==> config.mk <==
export PLATFORM = sky130hd
export DESIGN_NAME = fetch_ctrl_flat
export DESIGN_NICKNAME = d
export VERILOG_FILES = /design/src/rtl/fetch_ctrl_pkg.sv /design/src/rtl/fetch_ctrl_if.sv /design/src/rtl/fetch_ctrl_sat_counter.sv /design/src/rtl/fetch_ctrl.sv /design/src/flat_wrapper.sv
export SDC_FILE = /design/constraint.sdc
export NUM_CORES = 1
export LEC_CHECK = 0
export CAP_MARGIN = 25
export CORE_AREA = 2 2 86 88
export CTS_CLUSTER_DIAMETER = 40
export DETAILED_ROUTE_END_ITERATION = 7
export DIE_AREA = 0 0 88 90
export PLACE_DENSITY = 0.85
export RECOVER_POWER = 25
export REMOVE_ABC_BUFFERS = 1
export SYNTH_ARGS = -nofsm -noshare
export SYNTH_HDL_FRONTEND = slang
export SYNTH_HIERARCHICAL = 1
export SYNTH_SLANG_ARGS = --single-unit
==> constraint.sdc <==
create_clock -name clk -period 5.55 [get_ports clk]
set_input_delay 1.665 -clock clk [delete_from_list [all_inputs] [get_ports clk]]
set_output_delay 1.665 -clock clk [all_outputs]
set_load 0.1 [all_outputs]
==> src/rtl/fetch_ctrl_pkg.sv <==
// Shared types and constants for the fetch sequencer.
// Imported by the sequencer RTL.
package fetch_ctrl_pkg;

  typedef logic [2:0] state_t;

  localparam state_t IDLE  = 3'd0;
  localparam state_t REQ   = 3'd1;
  localparam state_t WAIT  = 3'd2;
  localparam state_t HOLD  = 3'd3;
  localparam state_t DRAIN = 3'd4;

  localparam logic [31:0] NOP = 32'h0000_0013;

endpackage

==> src/rtl/fetch_ctrl_if.sv <==
// Instruction-memory request/response bus.
// master = fetch sequencer, slave = memory.
interface fetch_ctrl_if #(
  parameter int ADDR_W = 32,
  parameter int DATA_W = 32
);

  logic              req_valid;
  logic [ADDR_W-1:0] req_addr;
  logic              req_ready;
  logic              rsp_valid;
  logic [DATA_W-1:0] rsp_data;

  modport master (
    output req_valid,
    output req_addr,
    input  req_ready,
    input  rsp_valid,
    input  rsp_data
  );

  modport slave (
    input  req_valid,
    input  req_addr,
    output req_ready,
    output rsp_valid,
    output rsp_data
  );

endinterface

==> src/rtl/fetch_ctrl_sat_counter.sv <==
// Saturating up-counter, cleared only by reset.
// Holds at all-ones once reached.
module sat_counter #(
  parameter int W = 16
) (
  input  logic         clk,
  input  logic         reset,
  input  logic         inc,
  output logic [W-1:0] count
);

  always_ff @(posedge clk) begin
    if (reset) begin
      count <= '0;
    end else if (inc && (count != '1)) begin
      count <= count + 1'b1;
    end
  end

endmodule

==> src/rtl/fetch_ctrl.sv <==
// Fetch sequencer for a variable-latency instruction memory.
// One request in flight; redirects override stalls and responses.
module fetch_ctrl
  import fetch_ctrl_pkg::*;
#(
  parameter int ADDR_W = 32,
  parameter int DATA_W = 32,
  parameter int CNT_W  = 16
) (
  input  logic              clk,
  input  logic              reset,
  input  logic [ADDR_W-1:0] pc_f,
  input  logic              pcsrc_e,
  input  logic              stall_d,
  fetch_ctrl_if.master      imem,
  output logic              pc_write,
  output logic              ifid_write,
  output logic              ifid_flush,
  output logic [DATA_W-1:0] instr_f,
  output logic [CNT_W-1:0]  stall_cnt
);

  state_t            state;
  state_t            nxt;
  logic [DATA_W-1:0] hold;
  logic              hold_en;
  logic              req_valid;
  logic              cnt_inc;

  always_ff @(posedge clk) begin
    if (reset) begin
      state <= IDLE;
      hold  <= '0;
    end else begin
      state <= nxt;
      if (hold_en) hold <= imem.rsp_data;
    end
  end

  always_comb begin
    nxt        = state;
    req_valid  = 1'b0;
    pc_write   = 1'b0;
    ifid_write = 1'b0;
    ifid_flush = 1'b0;
    instr_f    = '0;
    hold_en    = 1'b0;
    if (!reset) begin
      if (pcsrc_e && (state != IDLE)) begin
        ifid_flush = 1'b1;
        pc_write   = 1'b1;
      end
      unique case (state)
        IDLE: nxt = REQ;
        REQ: begin
          req_valid = 1'b1;
          // an accepted request under redirect is stale
          if (imem.req_ready) nxt = pcsrc_e ? DRAIN : WAIT;
        end
        WAIT: begin
          if (pcsrc_e) begin
            nxt = imem.rsp_valid ? REQ : DRAIN;
          end else if (imem.rsp_valid) begin
            if (stall_d) begin
              hold_en = 1'b1;
              nxt     = HOLD;
            end else begin
              ifid_write = 1'b1;
              pc_write   = 1'b1;
              instr_f    = imem.rsp_data;
              nxt        = REQ;
            end
          end
        end
        HOLD: begin
          if (pcsrc_e) begin
            nxt = REQ;
          end else if (!stall_d) begin
            ifid_write = 1'b1;
            pc_write   = 1'b1;
            instr_f    = hold;
            nxt        = REQ;
          end
        end
        DRAIN: begin
          if (imem.rsp_valid) nxt = REQ;
        end
        default: nxt = IDLE;
      endcase
    end
  end

  assign imem.req_valid = req_valid;
  assign imem.req_addr  = req_valid ? pc_f : '0;

  assign cnt_inc = (state != IDLE) && !ifid_write && !ifid_flush;

  sat_counter #(.W(CNT_W)) u_cnt (
    .clk   (clk),
    .reset (reset),
    .inc   (cnt_inc),
    .count (stall_cnt)
  );

  rsp_only_in_flight: assert property (
    @(posedge clk) disable iff (reset)
    imem.rsp_valid |-> (state == WAIT || state == DRAIN)
  );

endmodule

==> src/flat_wrapper.sv <==
// flat-port wrapper written by rule: the top's interface ports become plain ports
module fetch_ctrl_flat import fetch_ctrl_pkg::*;
#(
  parameter int ADDR_W = 32,
  parameter int DATA_W = 32,
  parameter int CNT_W  = 16
)
  (clk, reset, pc_f, pcsrc_e, stall_d, pc_write, ifid_write, ifid_flush, instr_f, stall_cnt, imem_req_valid, imem_req_addr, imem_req_ready, imem_rsp_valid, imem_rsp_data);
  fetch_ctrl_if #(.ADDR_W(ADDR_W), .DATA_W(DATA_W)) imem_i ();
  input  logic clk;
  input  logic reset;
  input  logic [ADDR_W-1:0] pc_f;
  input  logic pcsrc_e;
  input  logic stall_d;
  output logic pc_write;
  output logic ifid_write;
  output logic ifid_flush;
  output logic [DATA_W-1:0] instr_f;
  output logic [CNT_W-1:0] stall_cnt;
  output wire logic [$bits(imem_i.req_valid)-1:0] imem_req_valid;
  output wire logic [$bits(imem_i.req_addr)-1:0] imem_req_addr;
  input wire logic [$bits(imem_i.req_ready)-1:0] imem_req_ready;
  input wire logic [$bits(imem_i.rsp_valid)-1:0] imem_rsp_valid;
  input wire logic [$bits(imem_i.rsp_data)-1:0] imem_rsp_data;
  assign imem_req_valid = imem_i.req_valid;
  assign imem_req_addr = imem_i.req_addr;
  assign imem_i.req_ready = imem_req_ready;
  assign imem_i.rsp_valid = imem_rsp_valid;
  assign imem_i.rsp_data = imem_rsp_data;
  fetch_ctrl #(.ADDR_W(ADDR_W), .DATA_W(DATA_W), .CNT_W(CNT_W)) u_core (.clk(clk), .reset(reset), .pc_f(pc_f), .pcsrc_e(pcsrc_e), .stall_d(stall_d), .imem(imem_i), .pc_write(pc_write), .ifid_write(ifid_write), .ifid_flush(ifid_flush), .instr_f(instr_f), .stall_cnt(stall_cnt));
endmodule
==> results of run 1 <==
[cell usage after synthesis (2+ instances only)]
cell / count
a21o_1: 2
a21oi_1: 38
a21oi_2: 7
a22oi_1: 32
and2_1: 32
and4_1: 3
buf_1: 2
buf_2: 4
buf_4: 3
buf_6: 4
clkbuf_1: 15
dfxtp_1: 51
inv_1: 4
mux2i_1: 2
nand2_1: 73
nand2b_1: 5
nand3_1: 6
nand4_1: 3
nor2_1: 44
nor2b_1: 4
nor3_1: 7
nor3_4: 2
nor3b_1: 2
nor4_1: 2
o21a_1: 2
o21ai_0: 5
o21bai_1: 2
o31ai_1: 6
or3_1: 4
or4_1: 7
xnor2_1: 2
[power by group through the flow]
stage / clock [mW] / combinational (mW) / sequential (mW)
after detailed placement: 0 / 0.296 / 0.386
after global placement: 0 / 0.291 / 0.386
after floorplan: 0 / 0.149 / 0.397
after global routing: 0.267 / 0.305 / 0.379
final: 0.247 / 0.293 / 0.378
after CTS: 0.253 / 0.297 / 0.378
[cell type report]
cell class                 instances  area, sq um  share of cell area, %
inverter                           4         15.0                  0.289
timing repair buffer             161         2190                   42.2
tap                               99          124                   2.39
sequential                        51         1020                   19.7
multi-input combinational        307         1730                   33.4
clock inverter                     2         37.5                  0.723
clock buffer                       5         68.8                   1.33
[how the worst min path moves through the flow]
stage	from	endpoint	slack, ns	cells past startpoint
2_1_floorplan	u_core/hold[0]	u_core/hold[0]	0.43	2
3_3_place_gp	u_core/hold[9]	u_core/hold[9]	0.44	2
5_1_grt	u_core/hold[7]	u_core/hold[7]	0.48	2
4_1_cts	u_core/hold[26]	u_core/hold[26]	0.46	2
6_report	u_core/hold[26]	u_core/hold[26]	0.46	2
3_5_place_dp	u_core/hold[26]	u_core/hold[26]	0.45	2
[per-layer routing]
layer | vias up | GRT usage, % | wire, microns
li1 | 1635 | - | -
met1 | 1551 | 29.0 | 3850
met2 | 140 | 41.6 | 4790
met3 | 6 | 6.43 | 670
met4 | 0 | 5.77 | 46
met5 | - | 0 | 0
[registers in the layout, summed over array words and instances (netlist names)]
name,count
u_core/u_cnt/count,16
u_core/state,3
u_core/hold,32
[per-stage QoR]
step           TNS [ns]  cells  hold WS, ns  utilization [%]  setup WS [ns]
2_1_floorplan    -78.15    362        0.431                -          -1.86
3_3_place_gp          0    620        0.442             72.8          0.416
3_5_place_dp          0    622        0.449             73.2          0.383
4_1_cts               0    629        0.462             74.7          0.382
5_1_grt               0    629        0.483             74.0          0.207
6_report              0    629        0.459             74.0          0.282
[cell usage in the layout, fill, tap and decap left out, types with 3 or more instances in the layout]
cell,count
clkdlybuf4s50_1,82
nand2_1,73
buf_12,63
dfxtp_1,51
nor2_1,44
a21oi_1,42
a22oi_1,32
and2_1,32
buf_4,10
nor3_1,7
or4_1,7
nand3_1,6
o31ai_1,6
clkbuf_8,5
nand2b_1,5
o21ai_0,5
inv_1,4
or3_1,4
nor2b_1,4
a21oi_2,3
clkbuf_1,3
nand4_1,3
and4_1,3
[cells by family after synthesis]
family                   share of synthesized area, %
multiplexers                                     1.06
buffers and inverters                            5.66
XOR/XNOR                                        0.596
flip-flops                                       34.8
adder cells (fa/ha/maj)                         0.426
AO/OA/AOI/OAI                                    21.5
AND/OR/NAND/NOR                                  36.0
[critical path: cells and delay by family]
family	cells	cell delay (ns)
AOI/OAI and AO/OA	1	0.12
buffers and inverters	3	0.96
and+or+nand+nor	3	0.84
==> summary.txt, run 1 <==
Place
  • I/O Buffers: 153
  • Area after DPL: ~5100 sq um
  • Routability cong.: about 0.82
  • DP Wirelength: ~7100 microns

Power
  • Switching Share: 33.0%
  • Pwr Density: 177 nW/um^2
  • Peak VDD IR: between 100 and 150 uV
  • Clk pwr share: 26.9%
  • Internal power: around 0.6 mW
  • Lkg Pwr: 1.77 nW
  • Switching Power: just over 0.3 mW
  • Reg power frac: 41.2%
  • Power consumption: 0.918 mW
  • Logic pwr share: 32.0%

Floorplan
  • Core area: between 7000 and 8000 sq um
  • Die height: around 90 microns
  • Initial Util: around two fifths
  • Die Area: approximately 7900 sq um
  • Rows: 31
  • Die span in x: about 88 microns
  • # IOs: 154

Worst setup path
  • Critical Path Source: imem_rsp_valid
  • Max Fanout on Critical Path: 32
  • Crit-path max cell delay: 0.54 ns
  • Crit path DAT: between 3 and 4 ns
  • Worst setup endpoint: instr_f[19]
  • CP cell instances: dlygate4sd3_1 > or3b_1 > nor3_4 > buf_12 > a22oi_1 > nor2_1 > buf_12
  • Crit Path Class: in2out
  • R2R Setup Slk: 2.41 ns
  • Critical R2R Launch: u_core/state[2]
  • Max stage delay cell, worst path: dlygate4sd3_1
  • Worst reg2reg path depth: 5
  • Critical path required time: 3.88 ns
  • CP Capture Type: output port
  • Top cell by count, worst path: buf_12
  • Startpoint types: input port
  • Worst r2r dst: u_core/hold[4]

Drt
  • Initial drt markers: ~150
  • Final ANT Viol Nets: 0
  • WL/cell: about 15 microns
  • Final WL: 9360 microns
  • Post-route DRC: 0
  • DR pass1 iterations: 5
  • Vias per inst: ~5.3
  • DR vias: ~3,300

Clock network
  • Clk Latency, worst-skew pair: 0.29 ns
  • Post-CTS resize count: 0
  • Clock-pin slew reported for the worst setup and hold paths after clock tree synthesis: about 0.090 ns
  • Clk root buf: clkbuf_8
  • CTS Sinks: a little over 50
  • TritonCTS clock tree: done
  • Max clock buf depth: 2
  • H-tree depth: 2
  • CTS buffer count: 5
  • Hold buffers post-CTS: 0
  • Postcts setup bufs: 0

STA
  • Setup violations, final: 0
  • Final max-slew violation count: 0
  • Minimum clock period: 5.27 ns
  • Highest clock rate: between 150 and 200 MHz
  • Final Skew: about 0.0085 ns
  • RSZ-0062 raised after global routing: false
  • Fin. Hold Viols: 0
  • Least-Margin Pin Slew: roughly 1.5 ns
  • Rel. slew slack: 1.95%
  • Final period utilization: 94.9%

Logic synthesis
  • Seq/Total Area, Yosys: about a third
  • Post-synth cell types: 46
  • Yosys reg bits: between 50 and 60
  • Cell area after synthesis: between 2000 and 3000 sq um
  • Ys async rst share: 0%
  • Syn. warnings: 6
  • Post-synth EDFFs: 0
  • Largest area contributor in the netlist: dfxtp_1
  • Mapped Cells: about 400
  • Ys flop type: dfxtp_1
  • Synthesized area per cell: between 7 and 8 sq um
  • Main area contributors after synthesis: dfxtp_1 35%, nand2_1 9.3%, a22oi_1 8.2%
  • Synth top area share: between 30% and 40%

GRT
  • Vias in the first global route: about 3,300
  • Tot GR Track Use: around a quarter
  • Global-route wire length before repair: ~15,000 microns
  • Total gr overflow: 0
  • Initial antenna violation count: 0
  • Pin count of the biggest net entering global routing: 34

Final layout
  • Final nets: 601
  • N_diodes: 0
  • Fraction of layout cells with a size suffix above 1: 17.2%
  • Layout area overhead: 76.7%
  • Final Cell Area: 5190 sq um
  • Fillers: ~510

Status
  • Status: finished, final reports clean

Run
  • MaxCap Viol Count: 0

Worst hold path
  • HP Class: reg2reg
Note: power is estimated with default switching activity, not from simulation.
==> run 2: changes to the inputs <==
Settings changed: CELL_PAD_IN_SITES_DETAIL_PLACEMENT set to 1, CELL_PAD_IN_SITES_GLOBAL_PLACEMENT set to 1, CORE_AREA 2 2 86 88 to 2 2 104 106, DIE_AREA 0 0 88 90 to 0 0 106 108, PLACE_DENSITY 0.85 to 0.84.
==> run 2 against run 1 <==
  * Cell count is 6.0% higher
  * Cell area increased by 2.7%
  * Non-clock buffer count unchanged
  * Via count rose by 2.0%
  * Die area increased by 45%
  * Flip-flop and latch count stayed put
  * First-iteration DRC count decreased by 29%
  * Critical path depth unchanged
  * Register-to-register slack worse by 0.07 ns
  * Wire length increased by 21%
  * Critical endpoint is now instr_f[8]
  * Sequential share of layout area decreased by 0.51 points
==> summary.txt, run 2 (synthesized netlist as in run 1, its figures left out) <==
Clock network
  • TritonCTS clock tree: done
  • Clock-pin slew reported for the worst setup and hold paths after clock tree synthesis: roughly 0.090 ns
  • CTS Sinks: around 50
  • Hold buffers post-CTS: 0
  • Max clock buf depth: 2
  • Postcts setup bufs: 0
  • Post-CTS resize count: 0
  • Clk root buf: clkbuf_8
  • Clk Latency, worst-skew pair: about 0.30 ns
  • CTS buffer count: 5
  • H-tree depth: 2

Final layout
  • Layout area overhead: 81.4%
  • Largest Register: u_core/hold
  • Fraction of layout cells with a size suffix above 1: between 10% and 20%
  • Post-layout util: 52.1%
  • Final nets: ~600
  • Post-route insts no fill: around 670
  • Fillers: roughly 1,200
  • N_diodes: 0
  • Top flop regs: u_core/hold (32), u_core/u_cnt/count (16), u_core/state (3)
  • Max reg flops: 32
  • Most common cell after layout, fill and taps aside: clkdlybuf4s50_1
  • Most frequent cells in the layout: 82 x clkdlybuf4s50_1, 73 x nand2_1, 66 x buf_12

Worst setup path
  • R2R Setup Slk: approximately 2.3 ns
  • Crit path DAT: 3.68 ns
  • CP Capture Type: output port
  • Critical R2R Launch: u_core/state[2]
  • Max Fanout on Critical Path: 30
  • Crit Path Class: in2out
  • Critical Path Source: imem_rsp_valid
  • Startpoint types: input port
  • Critical path required time: between 3 and 4 ns
  • Worst r2r dst: u_core/hold[25]
  • Worst setup endpoint: instr_f[8]
  • Worst reg2reg path depth: 5

GRT
  • Initial antenna violation count: 1
  • Global-route wire length before repair: ~19,000 microns
  • Vias in the first global route: roughly 3,700
  • Tot GR Track Use: 20.0%
  • Pin count of the biggest net entering global routing: 36
  • Total gr overflow: 0

Place
  • Cells after DPL: roughly 660
  • DP Wirelength: 8860 microns
  • Routability cong.: slightly above 0.7
  • I/O Buffers: around 150

STA
  • Final period utilization: a little over nine tenths
  • RSZ-0062 raised after global routing: false
  • Final Skew: ~0.0067 ns
  • Least-Margin Pin Slew: ~1.3 ns
  • Final max-slew violation count: 0
  • Fin. Hold Viols: 0
  • Highest clock rate: ~190 MHz
  • Rel. slew slack: 11.9%
  • Minimum clock period: 5.34 ns
  • Setup violations, final: 0

Floorplan
  • Die span in x: around 110 microns
  • # IOs: roughly 150
  • Rows: 37
  • Die Area: between 10,000 and 15,000 sq um
  • Core area: about 10,000 sq um
  • Initial Util: about 29%
  • Die height: between 100 and 150 microns

Drt
  • Final WL: approximately 11,000 microns
  • WL/cell: about 17 microns
  • DR pass1 iterations: 4
  • DR vias: approximately 3,400
  • Post-route DRC: 0
  • Vias per inst: 5.10
  • Initial drt markers: approximately 110
  • Final ANT Viol Nets: 0

Power
  • Lkg Pwr: about 1.8 nW
  • Peak VDD IR: 108 uV
  • Pwr Density: between 150 and 200 nW/um^2

Status
  • Status: finished, final reports clean

Worst hold path
  • HP Class: reg2reg

Run
  • MaxCap Viol Count: 0
## run 2: where the power goes
part,internal (mW),switching (mW)
clock,0.180,0.119
combinational,0.116,0.184
sequential,0.370,0.00755
total,0.667,0.311
## run 2: critical path: stages
cell and delay, ns:
dlygate4sd3_1 0.55, or3b_1 0.43, nor3_4 0.27, buf_12 0.23
a22oi_1 0.09, nor2_1 0.21, buf_12 0.21
## run 2: area by class of cell
cell class	count	area [sq um]	area share, %
Multi-Input combinational cell	307	1740	32.6
Clock buffer	6	72.6	1.36
Clock inverter	2	60.1	1.13
Timing Repair Buffer	161	2250	42.3
Sequential cell	51	1020	19.2
Inverter	4	15.0	0.282
Tap cell	136	170	3.19
## run 2: worst min path at each step
stage                          from              end  slack [ns]  depth (start not counted)
floorplan            u_core/hold[0]   u_core/hold[0]        0.43                          2
global placement    u_core/hold[23]  u_core/hold[23]        0.44                          2
detailed placement  u_core/hold[11]  u_core/hold[11]        0.45                          2
CTS                 u_core/hold[11]  u_core/hold[11]        0.46                          2
global route        u_core/hold[27]  u_core/hold[27]        0.49                          2
finish              u_core/hold[11]  u_core/hold[11]        0.46                          2
## run 2: layer usage
metal	up-vias	GRT usage (%)	wire length [microns]
li1	1637	-	-
met1	1628	22.6	4660
met2	123	37.9	5800
met3	12	5.55	763
met4	0	3.85	147
met5	-	0	0
## run 2: per-stage QoR
step                hold slack (ns)  worst slack [ns]  area [sq um]  power, mW  TNS (ns)
floorplan                     0.431             -1.86          2790      0.546    -78.15
global placement              0.442             0.368          5190      0.684         0
detailed placement            0.449             0.280          5250      0.691         0
CTS                           0.462             0.279          5380      0.995         0
global route                  0.488            0.0963          5330       1.02         0
finish                        0.463             0.207          5330      0.978         0
==> run 3: changes to the inputs <==
Settings changed: ABC_AREA set to 1, CORE_AREA 2 2 104 106 to 2 2 109 111, DIE_AREA 0 0 106 108 to 0 0 111 113, PLACE_DENSITY 0.84 to 0.86.
==> run 3 against run 2 <==
  * Maximum frequency is 1.7% higher
  * Synthesized cell count is 37% higher
  * Combinational power is 140% higher
  * Total power is 50% higher
  * Largest cell class unchanged
  * Core utilization is 2.0 points lower
  * Global-route usage hardly changed
  * Hold slack better by 0.054 ns
  * Die area is 9.6% higher
  * Flip-flop and latch count stayed put
==> summary.txt, run 3 <==
Clock network
  • Max clock buf depth: 2
  • CTS Sinks: between 50 and 60
  • Hold buffers post-CTS: 0
  • Clk Latency, worst-skew pair: about 0.28 ns
  • Post-CTS resize count: 0
  • H-tree depth: 2
  • Clk root buf: clkbuf_16
  • CTS buffer count: 5
  • Postcts setup bufs: 0
  • TritonCTS clock tree: done
  • Clock-pin slew reported for the worst setup and hold paths after clock tree synthesis: around 0.070 ns

Worst setup path
  • Crit Path Class: in2out
  • Max Fanout on Critical Path: 32
  • R2R Setup Slk: ~2.9 ns
  • CP Capture Type: output port
  • Critical path required time: ~3.9 ns
  • Startpoint types: input port
  • Crit path DAT: roughly 3.6 ns

STA
  • Minimum clock period: about 5.3 ns
  • WHS: between 0.5 and 0.6 ns
  • RSZ-0062 raised after global routing: false
  • Highest clock rate: approximately 190 MHz
  • Final Skew: between 0.003 and 0.004 ns
  • Final period utilization: between 90% and 100%
  • Rel. slew slack: between 20% and 30%
  • Least-Margin Pin Slew: roughly 1.2 ns
  • Setup TNS: 0 ns
  • Setup violations, final: 0
  • Final max-slew violation count: 0
  • Final worst slack: between 0.2 and 0.3 ns
  • Fin. Hold Viols: 0

Logic synthesis
  • Post-synth EDFFs: 0
  • Synthesized area per cell: between 6 and 7 sq um
  • Ys async rst share: 0%
  • Cell area after synthesis: 3320 sq um
  • Largest area contributor in the netlist: dfxtp_1
  • Count leader, synth: nand2_1
  • Yosys reg bits: 51
  • Post-synth cell types: 28
  • Ys flop type: dfxtp_1
  • Main area contributors after synthesis: dfxtp_1 31%, nand2_1 12%, nor2_1 11%
  • Synth top area share: approximately 31%
  • Syn. warnings: 6
  • Top post-synthesis cells by count: 110 x nand2_1, 95 x nor2_1, 63 x a21oi_1, 62 x inv_1, 51 x dfxtp_1
  • Seq/Total Area, Yosys: a little under a third
  • Mapped Cells: 536

Drt
  • Final ANT Viol Nets: 0
  • Final WL: approximately 13,000 microns
  • Post-route DRC: 0
  • Vias per inst: 5.06
  • WL/cell: about 16 microns
  • Initial drt markers: 167
  • DR vias: around 4,100
  • DR pass1 iterations: 4

Power
  • Power consumption: ~1.5 mW
  • Pwr Density: approximately 260 nW/um^2
  • Peak VDD IR: about 130 uV
  • Lkg Pwr: about 2.4 nW

Final layout
  • Register area: about 1000 sq um
  • Max reg flops: 32
  • Multi-input logic area: around 1800 sq um
  • N_diodes: 0
  • Final nets: around 740
  • Layout area overhead: 69.9%
  • Fillers: approximately 1,400
  • Top flop regs: u_core/hold (32), u_core/u_cnt/count (16), u_core/state (3)
  • Most frequent cells in the layout: 110 x nand2_1, 95 x nor2_1, 68 x buf_12
  • Most common cell after layout, fill and taps aside: nand2_1
  • Fraction of layout cells with a size suffix above 1: between 10% and 20%
  • Largest Register: u_core/hold

Floorplan
  • Rows: 39
  • Initial Util: approximately 29%
  • # IOs: between 150 and 200
  • Die Area: 12,500 sq um
  • Die height: roughly 110 microns
  • Die span in x: about 110 microns
  • Core area: 11,300 sq um

GRT
  • Vias in the first global route: 4,261
  • Met2 usage: between 30% and 40%
  • Routing usage on met1: approximately a quarter
  • Global-route wire length before repair: 21,000 microns
  • Busiest metal layer after global routing: met2
  • Tot GR Track Use: between 20% and 30%
  • Total gr overflow: 0
  • Pin count of the biggest net entering global routing: 60
  • Initial antenna violation count: 0
  • GRT met3 Usage: approximately 2.4%

Status
  • Status: finished, final reports clean

Run
  • MaxCap Viol Count: 0

Worst hold path
  • HP Class: reg2reg

Place
  • I/O Buffers: between 150 and 200
  • DP Wirelength: 9580 microns
  • Routability cong.: around 0.9
  • Setup WS pre-CTS: around 0.37 ns
==> run 3: changes by cell type in the layout (fill, tap and decap cells not counted), moves of 22 or more <==
cell	delta
nand4_1	+33
inv_1	+58
and2_1	-32
nor2_1	+51
nand2_1	+37
a22oi_1	-32
a21oi_1	+22
==> run 3: area by class of cell <==
class / count / area share (%)
Tap cell: 143 / 3.17
Clock buffer: 6 / 2.46
Timing Repair Buffer: 157 / 39.5
Sequential cell: 51 / 18.1
Clock inverter: 2 / 0.288
Multi-Input combinational cell: 387 / 32.3
Inverter: 63 / 4.19
==> run 3: worst max-delay path: stages <==
cell	delay, ns
dlygate4sd3_1	0.70
nor3_4	0.22
buf_4	0.35
nand2_1	0.09
a21oi_1	0.31
buf_12	0.22
==> run 3: cell families after synthesis <==
logic type | share of synthesized area [%]
AO/OA/AOI/OAI | 12.0
adder cells (fa/ha/maj) | 0.377
buffers and inverters | 14.0
flip-flops | 30.7
AND/OR/NAND/NOR | 42.9
==> run 3: stage by stage <==
step                      utilization [%]  area [sq um]  std cells
final                                50.1          5650        809
after global routing                 50.1          5650        809
after detailed placement             48.9          5510        801
after CTS                            50.2          5660        809
after floorplan                         -          3090        501
after global placement               48.9          5510        801
==> run 3: routing by layer <==
| metal | vias to the layer above | wire length [microns] | share of wire (%) |
|---|---|---|---|
| met4 | 0 | 257 | 2.0 |
| met1 | 1959 | 5620 | 44 |
| met2 | 137 | 6440 | 50 |
| met5 | - | 0 | 0 |
| li1 | 1979 | - | - |
| met3 | 18 | 511 | 4.0 |
==> run 3: worst paths after layout <==
| path | startpoint | endpoint | cells after the start |
|---|---|---|---|
| setup reg to reg | u_core/state[2] | u_core/hold[18] | 6 |
| hold / removal | u_core/hold[5] | u_core/hold[5] | 2 |
| hold reg to reg | u_core/hold[5] | u_core/hold[5] | 2 |
| setup / recovery | pcsrc_e | instr_f[6] | 6 |
==> run 3: where the power goes <==
group | internal, mW | switching [mW] | leakage [nW]
sequential | 0.387 | 0.0255 | 0.412
clock | 0.180 | 0.139 | 0.0731
combinational | 0.224 | 0.511 | 1.93
